===== src/rtl/heartbeat_pkg.sv =====
`default_nettype none
// +----------------------------------------------------------------------+
// | Package : heartbeat_pkg                                              |
// | Brief   : Shared FSM encoding and helpers for the heartbeat monitor. |
// | Rev     : 1.0  initial release                                       |
// +----------------------------------------------------------------------+
package heartbeat_pkg;

  localparam int STATE_W = 2;

  typedef enum logic [STATE_W-1:0] {
    ST_IDLE    = 2'd0,
    ST_ACQUIRE = 2'd1,
    ST_LOCKED  = 2'd2,
    ST_LOST    = 2'd3
  } hb_state_t;

  // Event counters stick at all-ones instead of wrapping.
  function automatic logic [7:0] sat_inc8(input logic [7:0] v);
    return (v == 8'hFF) ? v : v + 8'd1;
  endfunction

endpackage
`default_nettype wire


===== src/rtl/hb_sync_edge.sv =====
`default_nettype none
// +----------------------------------------------------------------------+
// | Module  : hb_sync_edge                                               |
// | Brief   : Two-flop synchronizer followed by a registered rising-edge |
// |           detector; a long high pulse yields a single rise.          |
// | Rev     : 1.0  initial release                                       |
// +----------------------------------------------------------------------+
module hb_sync_edge (
  input  logic clk,
  input  logic nreset,
  input  logic d,
  output logic rise
);

  logic meta_q;
  logic sync_q;
  logic prev_q;
  logic rise_q;

  // Synchronize d, remember the previous sample, register the 0->1 transition.
  always_ff @(posedge clk or negedge nreset) begin
    if (!nreset) begin
      meta_q <= 1'b0;
      sync_q <= 1'b0;
      prev_q <= 1'b0;
      rise_q <= 1'b0;
    end else begin
      meta_q <= d;
      sync_q <= meta_q;
      prev_q <= sync_q;
      rise_q <= sync_q & ~prev_q;
    end
  end

  assign rise = rise_q;

endmodule
`default_nettype wire


===== src/rtl/heartbeat_monitor.sv =====
`default_nettype none
// +----------------------------------------------------------------------+
// | Module  : heartbeat_monitor                                          |
// | Brief   : Measures heartbeat edge-to-edge intervals, locks after     |
// |           LOCK_CNT good periods, flags early/missed beats and keeps  |
// |           saturating error counters.                                 |
// | Rev     : 1.0  initial release                                       |
// +----------------------------------------------------------------------+
module heartbeat_monitor
  import heartbeat_pkg::*;
#(
  parameter int N        = 8,
  parameter int TOL      = 2,
  parameter int LOCK_CNT = 4
) (
  input  logic               clk,
  input  logic               nreset,
  input  logic               hb_in,
  input  logic               err_clr,
  output logic               alive,
  output logic               miss,
  output logic               early,
  output logic [7:0]         miss_cnt,
  output logic [7:0]         early_cnt,
  output logic [N+1:0]       last_interval,
  output logic [STATE_W-1:0] state
);

  localparam int CW = N + 2;
  localparam int GW = 4;

  localparam logic [CW-1:0] c_one       = CW'(1);
  localparam logic [CW-1:0] c_period    = c_one << N;
  localparam logic [CW-1:0] c_lo        = c_period - CW'(TOL);
  localparam logic [CW-1:0] c_hi        = c_period + CW'(TOL);
  localparam logic [CW-1:0] c_hi1       = c_hi + c_one;
  localparam logic [GW-1:0] c_lock_last = GW'(LOCK_CNT - 1);

  hb_state_t     state_q, state_d;
  logic [GW-1:0] good_cnt_q, good_cnt_d;
  logic [CW-1:0] ivl_q, ivl_d;
  logic [CW-1:0] last_q, last_d;
  logic          alive_q;
  logic          miss_q, miss_d;
  logic          early_q, early_d;
  logic [7:0]    miss_cnt_q;
  logic [7:0]    early_cnt_q;

  logic w_rise;
  logic w_good;
  logic w_early;
  logic w_miss;

  hb_sync_edge u_sync (
    .clk    (clk),
    .nreset (nreset),
    .d      (hb_in),
    .rise   (w_rise)
  );

  assign w_good  = (ivl_q >= c_lo) && (ivl_q <= c_hi);
  assign w_early = (ivl_q < c_lo);
  // The miss event is the single step HI -> HI+1; an edge on that cycle wins.
  assign w_miss  = !w_rise && (ivl_q == c_hi);

  // Next-state logic: interval counter, edge classification and FSM transitions.
  always_comb begin
    state_d    = state_q;
    good_cnt_d = good_cnt_q;
    ivl_d      = ivl_q;
    last_d     = last_q;
    early_d    = 1'b0;
    miss_d     = 1'b0;

    // Counter is frozen in IDLE and saturates at HI+1 elsewhere.
    if (w_rise) begin
      last_d = ivl_q;
      ivl_d  = c_one;
    end else if ((state_q != ST_IDLE) && (ivl_q < c_hi1)) begin
      ivl_d = ivl_q + c_one;
    end

    case (state_q)
      ST_IDLE: begin
        if (w_rise) begin
          state_d    = ST_ACQUIRE;
          good_cnt_d = '0;
        end
      end
      ST_ACQUIRE: begin
        if (w_rise) begin
          if (w_good) begin
            if (good_cnt_q == c_lock_last) state_d = ST_LOCKED;
            else                           good_cnt_d = good_cnt_q + GW'(1);
          end else begin
            good_cnt_d = '0;
            early_d    = w_early;
          end
        end else if (w_miss) begin
          state_d    = ST_IDLE;
          good_cnt_d = '0;
          miss_d     = 1'b1;
        end
      end
      ST_LOCKED: begin
        if (w_rise) begin
          if (!w_good) begin
            state_d    = ST_ACQUIRE;
            good_cnt_d = '0;
            early_d    = w_early;
          end
        end else if (w_miss) begin
          state_d = ST_LOST;
          miss_d  = 1'b1;
        end
      end
      ST_LOST: begin
        if (w_rise) begin
          state_d    = ST_ACQUIRE;
          good_cnt_d = '0;
        end
      end
      default: state_d = ST_IDLE;
    endcase
  end

  // FSM state, interval tracking and registered status outputs.
  always_ff @(posedge clk or negedge nreset) begin
    if (!nreset) begin
      state_q    <= ST_IDLE;
      good_cnt_q <= '0;
      ivl_q      <= '0;
      last_q     <= '0;
      alive_q    <= 1'b0;
      miss_q     <= 1'b0;
      early_q    <= 1'b0;
    end else begin
      state_q    <= state_d;
      good_cnt_q <= good_cnt_d;
      ivl_q      <= ivl_d;
      last_q     <= last_d;
      alive_q    <= (state_d == ST_LOCKED);
      miss_q     <= miss_d;
      early_q    <= early_d;
    end
  end

  // Saturating error counters; a clear drops any coincident event.
  always_ff @(posedge clk or negedge nreset) begin
    if (!nreset) begin
      miss_cnt_q  <= 8'd0;
      early_cnt_q <= 8'd0;
    end else if (err_clr) begin
      miss_cnt_q  <= 8'd0;
      early_cnt_q <= 8'd0;
    end else begin
      if (miss_d)  miss_cnt_q  <= sat_inc8(miss_cnt_q);
      if (early_d) early_cnt_q <= sat_inc8(early_cnt_q);
    end
  end

  assign alive         = alive_q;
  assign miss          = miss_q;
  assign early         = early_q;
  assign miss_cnt      = miss_cnt_q;
  assign early_cnt     = early_cnt_q;
  assign last_interval = last_q;
  assign state         = state_q;

endmodule
`default_nettype wire


===== config.mk =====
export PLATFORM = sky130hd
export DESIGN_NAME = heartbeat_monitor
export DESIGN_NICKNAME = d
export VERILOG_FILES = /design/src/rtl/heartbeat_pkg.sv /design/src/rtl/hb_sync_edge.sv /design/src/rtl/heartbeat_monitor.sv
export SDC_FILE = /design/constraint.sdc
export NUM_CORES = 1
export LEC_CHECK = 0
export BUFFER_PORTS_ARGS = -buffer_cell sky130_fd_sc_hd__buf_4
export CORE_MARGIN = 2
export CORE_UTILIZATION = 45
export DETAILED_ROUTE_END_ITERATION = 7
export PLACE_DENSITY_LB_ADDON = 0.25
export SLEW_MARGIN = 20
export SYNTH_ARGS = -nofsm -noshare
export SYNTH_HDL_FRONTEND = slang
export SYNTH_SLANG_ARGS = --single-unit

===== constraint.sdc =====
create_clock -name clk -period 2.73 [get_ports clk]
set_clock_uncertainty 0.2 [all_clocks]
set_input_delay 0.546 -clock clk [delete_from_list [all_inputs] [get_ports clk]]
set_output_delay 0.546 -clock clk [all_outputs]
set_load 0.05 [all_outputs]

==> metrics.md <==
| Metric | Value |
|---|---|
| Register area share after synthesis | `0.496` |
| Syn Nets | `roughly 250` |
| FFs w/ async S/R, synth | `1.00` |
| Netlist cell types | `45` |
| Die Ht | `just under 80 um` |
| Final setup violation count | `0` |
| Crit-path max FO | `7` |
| Die Area | `6100 um^2` |
| Reg2reg path depth | `6` |
| Final WL | `between 4000 and 5000 um` |
| Post-Syn Area | `between 2000 and 2500 um^2` |
| Ant diodes | `0` |
| Starting DRT DRC Count | `64` |
| Number of buffers added on ports | `34` |
| Comb pwr share | `0.388` |
| GRT Total Usage | `0.155` |
| Max cap viols | `0` |
| Die width | `about 78 um` |
| Average wire per standard cell | `12.5 um` |
| First-pass GRT wire length | `just under 8000 um` |
| Number of synthesized flops with an enable pin | `0` |
| Area added between synthesis and finish | `17.5%` |
| Worst vdd rail ir drop | `approximately 0.4 mV` |
| Worst setup margin | `344 ps` |
| Synth top cells by count | `dfrtp_1, nor2_1, nand3_1` |
| Setup TNS | `0 ps` |
| Final nets | `283` |
| GPL Wtd Cong | `about 0.82` |
| Detailed-route DRC error count | `0` |
| RSZ-0062 raised after global routing | `false` |
| Final hold viol count | `0` |
| H-tree depth | `2` |
| R2r startpoint | `ivl_q[4]` |
| Synth Flop Type | `dfrtp_1` |
| Detailed placement HPWL | `approximately 3100 um` |
| Antenna Nets Post-Route | `0` |
| Fmax | `approximately 420 MHz` |
| GRT Residual Overflow | `0` |
| Cts hold-fix bufs | `0` |
| Power Density | `between 700 and 800 nW/um^2` |
| Largest net degree at the start of global routing | `50` |
| Most instantiated library cell after synthesis | `dfrtp_1` |
| # Post-CTS Setup Buffers | `0` |
| Post-synth top area cell | `dfrtp_1` |
| Sink Count | `~50` |
| Cells after Synth | `233` |
| Row count | `26` |
| Leakage power | `approximately 1.4 nW` |
| Hold Path Class | `in -> async` |
| Ranking of synthesized cells by area | `dfrtp_1, mux2_2, nor2_1` |
| Setup crit end kind | `flop` |
| Final Cycle Share | `0.874` |
| Final Non-Filler Cells | `about 340` |
| Core Area | `~5200 um^2` |
| Placed insts | `around 330` |
| Routed vias/inst | `between 5 and 6` |
| Post-CTS resize count | `0` |
| Run status | `finished, final reports clean` |
| CP Data Required Time | `around 2700 ps` |
| Crit start category | `flop` |
| Avg Synthesized Cell Area | `about 11 um^2` |
| Vias in the first global route | `~1600` |
| Root Buffer | `clkbuf_8` |
| Flop pwr share | `0.417` |
| WP data arrival | `about 2400 ps` |
| I/O pin count | `35` |
| Clk slew on worst S/H paths | `roughly 90 ps` |
| Worst Path Class, Setup | `reg -> reg` |
| Worst-margin pin slew | `around 650 ps` |
| CTS Buf Count | `5` |
| Fin crit period | `2390 ps` |
| Switching share of total power | `0.394` |
| Share of the synthesized area in the top cell type | `0.496` |
| FF-to-FF End | `good_cnt_q[3]` |
| Drt first pass iters | `4` |
| Final Instance Area | `between 2000 and 3000 um^2` |
| Max Root-Sink Buffers | `2` |
| Initial antenna violation count | `0` |
| P_sw | `around 860 uW` |
| DP Area | `2820 um^2` |
| Starting Density | `0.475` |
| Slew headroom | `0.568` |
| Clk Latency, worst-skew pair | `300 ps` |
| Slew Limit Fails | `0` |
| Synth Register Bits | `between 40 and 50` |
| FF-to-FF setup slack | `between 300 and 400 ps` |
| TritonCTS clock tree | `yes` |
| Clock share of power | `0.194` |
| DR vias | `approximately 1800` |
| Synth warn | `0` |
| Dpl ws | `about 340 ps` |
| P_int | `about 1.3 mW` |
| Share of cells above drive strength 1 | `0.244` |
==> critical path: stages, from the launching register on <==
cell	delay (ps)
dfrtp_1	450
or4_4	590
or3_4	410
nand3b_4	100
o211ai_4	100
a41o_1	210
a22o_1	230
==> flip-flops by register name, indices dropped and copies added (netlist names), 2 cells and up <==
name and cells:
miss_cnt 8, last_interval 10, ivl_q 10, early_cnt 8
state 2, good_cnt_q 4
==> area by class of cell <==
type,count,area (um^2)
sequential,49,1230
inverter,8,30.0
clock inverter,3,21.3
timing repair buffer,38,285
clock buffer,5,68.8
fill,466,2300
tap,70,87.6
multi-input combinational,168,1180
==> per-stage QoR <==
stage,utilization,total power [mW],hold WS (ps)
after global routing,0.558,2.34,97.2
after CTS,0.558,2.22,70.5
after detailed placement,0.541,1.78,137
after floorplan,-,1.55,50.4
after global placement,0.541,1.78,133
final,0.558,2.19,52.9
==> layer usage <==
layer,GRT usage,wire (um),share of wire
met3,0.0241,113,0.026
met1,0.224,2110,0.49
met5,0,0,0
met2,0.237,2000,0.47
met4,0.0544,46,0.011
==> worst max path at each step <==
stage	from	endpoint	cells after the start
after floorplan	state[0]	good_cnt_q[3]	8
after global placement	ivl_q[4]	good_cnt_q[3]	6
after detailed placement	ivl_q[4]	good_cnt_q[3]	6
after CTS	ivl_q[4]	good_cnt_q[3]	6
after global routing	ivl_q[4]	miss_cnt[6]	5
final	ivl_q[4]	good_cnt_q[3]	6
==> cell usage in the layout, fill, tap and decap left out, drive strengths merged, types with 2 or more instances in the layout <==
cell type  instances
a21o               2
xnor2             11
buf               38
nor3               4
mux2              11
or3                3
nor2              32
xor2               7
a21oi              9
nand2b             2
o31ai              2
inv                9
and3               4
nand2              8
and2               2
nor4               5
a211oi             2
a31oi              3
nand3             15
nand4              6
a22o               3
o21ai              4
ha                 9
mux2i              3
dfrtp             49
clkbuf             5
nor2b              6
nand4b             2
==> kinds of logic (layout without fill, tap and decap cells) <==
family	count (synthesis)	after routing	share of synthesized area
AOI/OAI and AO/OA	32	32	0.0921
xor gates and xnor gates	18	18	0.0638
adders and majority gates	9	9	0.0455
buffers and inverters	16	54	0.0253
DFF	49	49	0.496
muxes	14	14	0.0622
and+or+nand+nor	95	95	0.215
==> power groups by stage <==
| stage | combinational [mW] | clock, mW | sequential (mW) |
|---|---|---|---|
| finish | 0.850 | 0.425 | 0.914 |
| global route | 0.937 | 0.472 | 0.933 |
| CTS | 0.859 | 0.446 | 0.915 |
| detailed placement | 0.856 | 0 | 0.929 |
| global placement | 0.850 | 0 | 0.929 |
| floorplan | 0.478 | 0 | 1.07 |
No activity file was read; power rests on OpenSTA's default activity.
